File: config.mk
export PLATFORM = sky130hd
export DESIGN_NAME = cp0_exc_ctrl_flat
export DESIGN_NICKNAME = d
export VERILOG_FILES = /design/src/rtl/cp0_pkg.sv /design/src/rtl/cp0_exc_ctrl_if.sv /design/src/rtl/cp0_irq_arb.sv /design/src/rtl/cp0_exc_ctrl.sv /design/src/flat_wrapper.sv
export SDC_FILE = /design/constraint.sdc
export NUM_CORES = 1
export LEC_CHECK = 0
export ABC_AREA = 1
export CELL_PAD_IN_SITES_DETAIL_PLACEMENT = 1
export CELL_PAD_IN_SITES_GLOBAL_PLACEMENT = 1
export CORE_UTILIZATION = 31
export CTS_BUF_LIST = sky130_fd_sc_hd__clkbuf_4 sky130_fd_sc_hd__clkbuf_8
export DETAILED_ROUTE_END_ITERATION = 10
export PLACE_DENSITY = 0.95
export SYNTH_ARGS = -nofsm -noshare
export SYNTH_HDL_FRONTEND = slang
export SYNTH_SLANG_ARGS = --single-unit
File: constraint.sdc
create_clock -name clk -period 2.41 [get_ports clk]
set_input_delay 0.3615 -clock clk [delete_from_list [all_inputs] [get_ports clk]]
set_output_delay 0.3615 -clock clk [all_outputs]
set_load 0.01 [all_outputs]
File: src/rtl/cp0_pkg.sv
// CP0 shared definitions: register numbers, exception codes, SR/Cause field layout and packing helpers.
// Pure declarations, no logic or latency; no handshake involved.
// Imported by the arbiter and the controller so both agree on the field positions.
package cp0_pkg;

    localparam logic [4:0] REG_COUNT = 5'd9;
    localparam logic [4:0] REG_SR    = 5'd12;
    localparam logic [4:0] REG_CAUSE = 5'd13;
    localparam logic [4:0] REG_EPC   = 5'd14;
    localparam logic [4:0] REG_PRID  = 5'd15;

    localparam logic [4:0] EXC_INT  = 5'd0;
    localparam logic [4:0] EXC_ADEL = 5'd4;
    localparam logic [4:0] EXC_ADES = 5'd5;
    localparam logic [4:0] EXC_RI   = 5'd10;
    localparam logic [4:0] EXC_OV   = 5'd12;

    localparam int SR_IE_BIT     = 0;
    localparam int SR_EXL_BIT    = 1;
    localparam int SR_IM_LSB     = 10;
    localparam int SR_IM_MSB     = 15;
    localparam int CAUSE_EXC_LSB = 2;
    localparam int CAUSE_EXC_MSB = 6;
    localparam int CAUSE_IP_LSB  = 10;
    localparam int CAUSE_IP_MSB  = 15;
    localparam int CAUSE_BD_BIT  = 31;

    typedef struct packed {
        logic [5:0] im;
        logic       exl;
        logic       ie;
    } sr_t;

    typedef struct packed {
        logic       bd;
        logic [5:0] ip;
        logic [4:0] exc;
    } cause_t;

    function automatic logic [31:0] sr_pack(input sr_t s);
        logic [31:0] w;
        w = '0;
        w[SR_IM_MSB:SR_IM_LSB] = s.im;
        w[SR_EXL_BIT]          = s.exl;
        w[SR_IE_BIT]           = s.ie;
        return w;
    endfunction

    function automatic logic [31:0] cause_pack(input cause_t c);
        logic [31:0] w;
        w = '0;
        w[CAUSE_BD_BIT]                = c.bd;
        w[CAUSE_IP_MSB:CAUSE_IP_LSB]   = c.ip;
        w[CAUSE_EXC_MSB:CAUSE_EXC_LSB] = c.exc;
        return w;
    endfunction

endpackage

File: src/rtl/cp0_exc_ctrl_if.sv
// Pipeline <-> CP0 bundle: MEM-stage exception inputs, mtc0/mfc0/eret access and redirect outputs.
// Wires only, zero latency; no backpressure, exc_req is a single-cycle flush/redirect strobe.
// master = pipeline side, slave = CP0 controller.
interface cp0_exc_ctrl_if;
    logic        m_valid;
    logic [31:0] pc_m;
    logic [4:0]  exc_code_m;
    logic        bd_m;
    logic [5:0]  hw_int;
    logic        cp0_we;
    logic [4:0]  cp0_addr;
    logic [31:0] cp0_wdata;
    logic        eret_m;
    logic [31:0] cp0_rdata;
    logic        exc_req;
    logic [31:0] handler_pc;
    logic [31:0] epc_out;

    modport master (
        output m_valid, pc_m, exc_code_m, bd_m, hw_int,
        output cp0_we, cp0_addr, cp0_wdata, eret_m,
        input  cp0_rdata, exc_req, handler_pc, epc_out
    );

    modport slave (
        input  m_valid, pc_m, exc_code_m, bd_m, hw_int,
        input  cp0_we, cp0_addr, cp0_wdata, eret_m,
        output cp0_rdata, exc_req, handler_pc, epc_out
    );
endinterface

File: src/rtl/cp0_irq_arb.sv
// Interrupt vs. internal-exception arbitration for the MEM-stage instruction.
// Purely combinational, zero latency; no backpressure, m_valid=0 simply holds requests off.
// Interrupts win and report ExcCode 0; EXL=1 masks everything.
module cp0_irq_arb
    import cp0_pkg::*;
(
    input  logic       m_valid_i,
    input  logic       ie_i,
    input  logic       exl_i,
    input  logic [5:0] im_i,
    input  logic [5:0] hw_int_i,
    input  logic [4:0] exc_code_i,
    output logic       exc_req_o,
    output logic [4:0] sel_code_o
);

    logic int_req;
    logic exc_int;

    assign int_req    = m_valid_i & ie_i & ~exl_i & (|(hw_int_i & im_i));
    assign exc_int    = m_valid_i & ~exl_i & (exc_code_i != 5'd0);
    assign exc_req_o  = int_req | exc_int;
    assign sel_code_o = int_req ? EXC_INT : exc_code_i;

endmodule

File: src/rtl/cp0_exc_ctrl.sv
// CP0 exception/interrupt controller: SR, Cause, EPC, PRId (+ Count when CP0_COUNT_EN is defined).
// exc_req and mfc0 data are combinational (0 cycles); register updates land on the next clk edge.
// No backpressure: exc_req is a one-cycle strobe, and an exception edge discards any mtc0 that cycle.
module cp0_exc_ctrl
    import cp0_pkg::*;
#(
    parameter logic [31:0] HANDLER_PC = 32'h0000_4180,
    parameter logic [31:0] PRID_VAL   = 32'h4255_4141
) (
    input  logic           clk,
    input  logic           reset,
    cp0_exc_ctrl_if.slave  cp0
);

    sr_t         sr_q, sr_d;
    cause_t      cause_q, cause_d;
    logic [31:0] epc_q, epc_d;
    logic        arb_req;
    logic        exc_req;
    logic [4:0]  sel_code;
    logic [31:0] epc_base;
    logic [31:0] rdata;

    cp0_irq_arb u_arb (
        .m_valid_i  (cp0.m_valid),
        .ie_i       (sr_q.ie),
        .exl_i      (sr_q.exl),
        .im_i       (sr_q.im),
        .hw_int_i   (cp0.hw_int),
        .exc_code_i (cp0.exc_code_m),
        .exc_req_o  (arb_req),
        .sel_code_o (sel_code)
    );

    // Gated by reset so the flush strobe drops the moment reset asserts.
    assign exc_req  = arb_req & reset;
    assign epc_base = cp0.bd_m ? (cp0.pc_m - 32'd4) : cp0.pc_m;

    always_comb begin
        sr_d       = sr_q;
        cause_d    = cause_q;
        epc_d      = epc_q;
        cause_d.ip = cp0.hw_int;
        if (exc_req) begin
            sr_d.exl    = 1'b1;
            cause_d.exc = sel_code;
            cause_d.bd  = cp0.bd_m;
            epc_d       = epc_base & ~32'd3;
        end else begin
            if (cp0.eret_m) begin
                sr_d.exl = 1'b0;
            end
            if (cp0.cp0_we) begin
                case (cp0.cp0_addr)
                    REG_SR: begin
                        sr_d.im  = cp0.cp0_wdata[SR_IM_MSB:SR_IM_LSB];
                        sr_d.exl = cp0.cp0_wdata[SR_EXL_BIT];
                        sr_d.ie  = cp0.cp0_wdata[SR_IE_BIT];
                    end
                    REG_EPC: epc_d = cp0.cp0_wdata & ~32'd3;
                    default: ;
                endcase
            end
        end
    end

    always_ff @(posedge clk or negedge reset) begin
        if (!reset) begin
            sr_q    <= '0;
            cause_q <= '0;
            epc_q   <= '0;
        end else begin
            sr_q    <= sr_d;
            cause_q <= cause_d;
            epc_q   <= epc_d;
        end
    end

`ifdef CP0_COUNT_EN
    logic [31:0] count_q, count_d;

    always_comb begin
        count_d = count_q + 32'd1;
        if (cp0.cp0_we && !exc_req && cp0.cp0_addr == REG_COUNT) begin
            count_d = cp0.cp0_wdata;
        end
    end

    always_ff @(posedge clk or negedge reset) begin
        if (!reset) begin
            count_q <= '0;
        end else begin
            count_q <= count_d;
        end
    end
`else
    logic [31:0] count_q;
    assign count_q = '0;
`endif

    always_comb begin
        rdata = '0;
        case (cp0.cp0_addr)
            REG_COUNT: rdata = count_q;
            REG_SR:    rdata = sr_pack(sr_q);
            REG_CAUSE: rdata = cause_pack(cause_q);
            REG_EPC:   rdata = epc_q;
            REG_PRID:  rdata = PRID_VAL;
            default:   rdata = '0;
        endcase
    end

    assign cp0.cp0_rdata  = rdata;
    assign cp0.exc_req    = exc_req;
    assign cp0.handler_pc = HANDLER_PC;
    assign cp0.epc_out    = epc_q;

endmodule

File: src/flat_wrapper.sv
// flat-port wrapper written by rule: the top's interface ports become plain ports
module cp0_exc_ctrl_flat import cp0_pkg::*;
#(
    parameter logic [31:0] HANDLER_PC = 32'h0000_4180,
    parameter logic [31:0] PRID_VAL   = 32'h4255_4141
)
  (clk, reset, cp0_m_valid, cp0_pc_m, cp0_exc_code_m, cp0_bd_m, cp0_hw_int, cp0_cp0_we, cp0_cp0_addr, cp0_cp0_wdata, cp0_eret_m, cp0_cp0_rdata, cp0_exc_req, cp0_handler_pc, cp0_epc_out);
  cp0_exc_ctrl_if cp0_i ();
  input  logic clk;
  input  logic reset;
  input wire logic [$bits(cp0_i.m_valid)-1:0] cp0_m_valid;
  input wire logic [$bits(cp0_i.pc_m)-1:0] cp0_pc_m;
  input wire logic [$bits(cp0_i.exc_code_m)-1:0] cp0_exc_code_m;
  input wire logic [$bits(cp0_i.bd_m)-1:0] cp0_bd_m;
  input wire logic [$bits(cp0_i.hw_int)-1:0] cp0_hw_int;
  input wire logic [$bits(cp0_i.cp0_we)-1:0] cp0_cp0_we;
  input wire logic [$bits(cp0_i.cp0_addr)-1:0] cp0_cp0_addr;
  input wire logic [$bits(cp0_i.cp0_wdata)-1:0] cp0_cp0_wdata;
  input wire logic [$bits(cp0_i.eret_m)-1:0] cp0_eret_m;
  output wire logic [$bits(cp0_i.cp0_rdata)-1:0] cp0_cp0_rdata;
  output wire logic [$bits(cp0_i.exc_req)-1:0] cp0_exc_req;
  output wire logic [$bits(cp0_i.handler_pc)-1:0] cp0_handler_pc;
  output wire logic [$bits(cp0_i.epc_out)-1:0] cp0_epc_out;
  assign cp0_i.m_valid = cp0_m_valid;
  assign cp0_i.pc_m = cp0_pc_m;
  assign cp0_i.exc_code_m = cp0_exc_code_m;
  assign cp0_i.bd_m = cp0_bd_m;
  assign cp0_i.hw_int = cp0_hw_int;
  assign cp0_i.cp0_we = cp0_cp0_we;
  assign cp0_i.cp0_addr = cp0_cp0_addr;
  assign cp0_i.cp0_wdata = cp0_cp0_wdata;
  assign cp0_i.eret_m = cp0_eret_m;
  assign cp0_cp0_rdata = cp0_i.cp0_rdata;
  assign cp0_exc_req = cp0_i.exc_req;
  assign cp0_handler_pc = cp0_i.handler_pc;
  assign cp0_epc_out = cp0_i.epc_out;
  cp0_exc_ctrl #(.HANDLER_PC(HANDLER_PC), .PRID_VAL(PRID_VAL)) u_core (.clk(clk), .reset(reset), .cp0(cp0_i));
endmodule
==> metrics.cfg <==
[floorplanning]
fp-row-count = 40
core_um2 = 12060
initial_core_util_pct = 31.82
boundaryPins = 183
die_area_um2 = 12830
die_y_um = 113.3
fp.dieW_um = 113.3

[critical_path]
arrival_ns = 2.02
critPathMaxFanout = 11
startpoint = cp0_cp0_addr[1]
endpoint_kind = primary output
worstSetupPathType = input port to primary output
reg2reg_depth = 11
cp.required_ns = 2.05
r2r-start = u_core.sr_q[6]
setup.worst_path.start_class = input port

[final_layout]
multiInputGateArea_um2 = 2082
n_fill_cell = 1558
nets = 833
area_growth_pct = 48.52
regArea_um2 = 1251
final_area_um2 = 5699
drive_above_1_share_pct = 11.65

[grt]
grt-ovfl-total = 0
grt_max_degree = 51
grt.met3_usage_pct = 2.946
grt_use_met2_pct = 41.51
grt_pass1_wl_mm = 23.41
grt_usage_pct = 23.41
top_usage_layer = met2
met1_usage_pct = 29.27
antenna_found_initial = 1
grt_pass1_vias = 4520

[sta]
finalSetupViolations = 0
fin_crit_ns = 2.379
slew_headroom_pct = 54.19
fmax_mhz = 420.3
skew_ns = 0.01181
report.final.slew_viol_count = 0
final_hold_viol_count = 0
worst_pin_slew_ns = 0.6871
fin_crit_sh_pct = 98.72

[pwr]
pwr-share-clk_pct = 22.5
p_comb_share_pct = 36.7
peakVddDrop_mv = 0.2708
total_power_mw = 2.790
leakage_nw = 2.962
p_per_area_nw_per_um2 = 489.5
power_frac_seq_pct = 40.8
p_int_mw = 1.823
p_sw_share_pct = 34.66
power_switching_mw = 0.9671

[clock_tree]
cts_tree = done
clock_path_buffers = 2
cts-root-buf = clkbuf_8
cts_htree_levels = 2
clk_latency_ns = 0.30
clkTransAtPathRegs_ns = 0.11
numCtsBuffers = 5
cts.sinks = 50

[placed_design]
dpl.hpwl_mm = 11.98
gp_congestion = 0.9426
portBuffers = 146
placed_area_um2 = 5449

[logic_synthesis]
avgSynthCellArea_um2 = 6.662
synthCells = 576
synth_warnings = 0
synth_cell_types = 36
seq_area_frac_synth_pct = 32.61
ys_ff_latch = 50
netlist_area_um2 = 3837

[status]
status = complete, no violations

[routing]
drt-initial-drc-count = 153
viasPerCell = 4.676
wl_per_cell_um = 16.32
firstDrtPassIters = 4
vias = 4283
ant_nets = 0
drc = 0
postRouteWirelength_mm = 14.95

[worst_hold_path]
min_path_type = input port to async pin

[run]
cap_violations = 0

[area by class of cell]
cell class,instances,share of cell area (%)
Inverter,66,4.435
Tap cell,168,3.688
Timing Repair inverter,1,0.1317
Antenna cell,1,0.04391
Sequential cell,50,21.95
Timing Repair Buffer,180,31.15
Clock buffer,5,1.207
Clock inverter,3,0.8562
Multi-Input combinational cell,442,36.53
[final timing paths]
| check | endpoint | slack (ns) |
|---|---|---|
| worst max-delay path | cp0_cp0_rdata[31] | 0.03 |
| worst min-delay path | u_core.cause_q[8] | 0.18 |
| worst max register to register | u_core.sr_q[0] | 0.58 |
| worst min register to register | u_core.sr_q[2] | 0.52 |
| max in group asynchronous | u_core.cp0.epc_out[24] | 1.74 |
| min in group clk | u_core.cause_q[6] | 0.52 |
[cell families after synthesis]
logic type               share of synthesized area [%]
flip-flops                                       32.61
adder cells (fa/ha/maj)                         0.3260
other                                           0.1957
AND/OR/NAND/NOR                                  36.71
AO/OA/AOI/OAI                                    10.40
XOR/XNOR                                         3.424
buffers and inverters                            16.33
[flip-flops by register name, indices dropped and copies added, names as in the netlist]
register and flops:
u_core.cp0.epc_out 30, u_core.sr_q 8, u_core.cause_q 12
[cells in the final DEF (no fill, tap or decap), types with 4 or more instances in the layout]
cell type,count
o21ai_0,31
o211ai_1,7
dlygate4sd2_1,4
nand3_1,26
xor2_1,8
nand2_2,5
clkbuf_8,5
conb_1,34
nor2_1,67
clkdlybuf4s50_1,114
inv_1,59
nand4_1,11
buf_12,4
o21ai_1,14
nand2_1,189
a21oi_1,4
nor2_2,6
dfrtp_1,50
xnor2_1,7
o21ai_2,6
buf_4,29
nor2_4,4
dlymetal6s2s_1,18
clkbuf_2,5
inv_2,5
[per-stage QoR]
stage          hold WS, ns  utilization (%)  instances  setup slack [ns]  TNS [ns]
3_3_place_gp        0.4934            45.18        894           -0.1448    -1.462
6_report            0.1843            47.25        916           0.03096         0
5_1_grt             0.2424            47.25        916          -0.03162   -0.1050
4_1_cts             0.2139            46.37        907           -0.1558    -1.443
2_1_floorplan      0.06591                -        608            0.8974         0
3_5_place_dp        0.4974            45.18        894           -0.2800    -3.313
[worst max-delay path: stages]
cell,delay (ns)
clkdlybuf4s50_1,0.50
buf_4,0.12
nand2_2,0.08
nor2_4,0.19
buf_12,0.13
buf_4,0.11
buf_12,0.12
a22o_1,0.13
dlygate4sd2_1,0.26
[layer usage]
layer,vias up,wire [um]
met3,26,636
met1,2062,6303
li1,2067,-
met5,-,0
met4,0,402
met2,128,7608
[cell usage after synthesis (all sizes together)]
cell type	n	share of area [%]
a22o	1	0.23
and3	1	0.16
and2	2	0.33
nand4	12	2.1
nand3	29	4.2
o311ai	1	0.23
buf	49	9.7
nand3b	3	0.59
conb	2	0.20
o21ai	51	7.2
clkinv	1	0.13
clkbuf	1	0.098
nand2	197	20
nor2	77	8.6
o211ai	7	1.4
xor2	8	1.8
o21bai	3	0.59
nor3	3	0.52
xnor2	7	1.6
a21oi	5	0.75
inv	65	6.4
dfrtp	50	33
ha	1	0.33
[power by group through the flow]
stage	clock network [mW]	logic (mW)	registers [mW]
after CTS	0.639	1.02	1.14
after global placement	0	0.968	1.14
after floorplan	0	0.421	1.17
after global routing	0.672	1.12	1.16
after detailed placement	0	1.02	1.16
final	0.628	1.02	1.14
[what timing repair did]
item,4_1_cts,5_1_grt
pin swaps,0,2
cloned,0,1
hold buffers,0,0
buffers inserted,5,7
setup endpoints to repair,25,20
resized for setup,17,36
No activity file was read; power rests on OpenSTA's default activity.
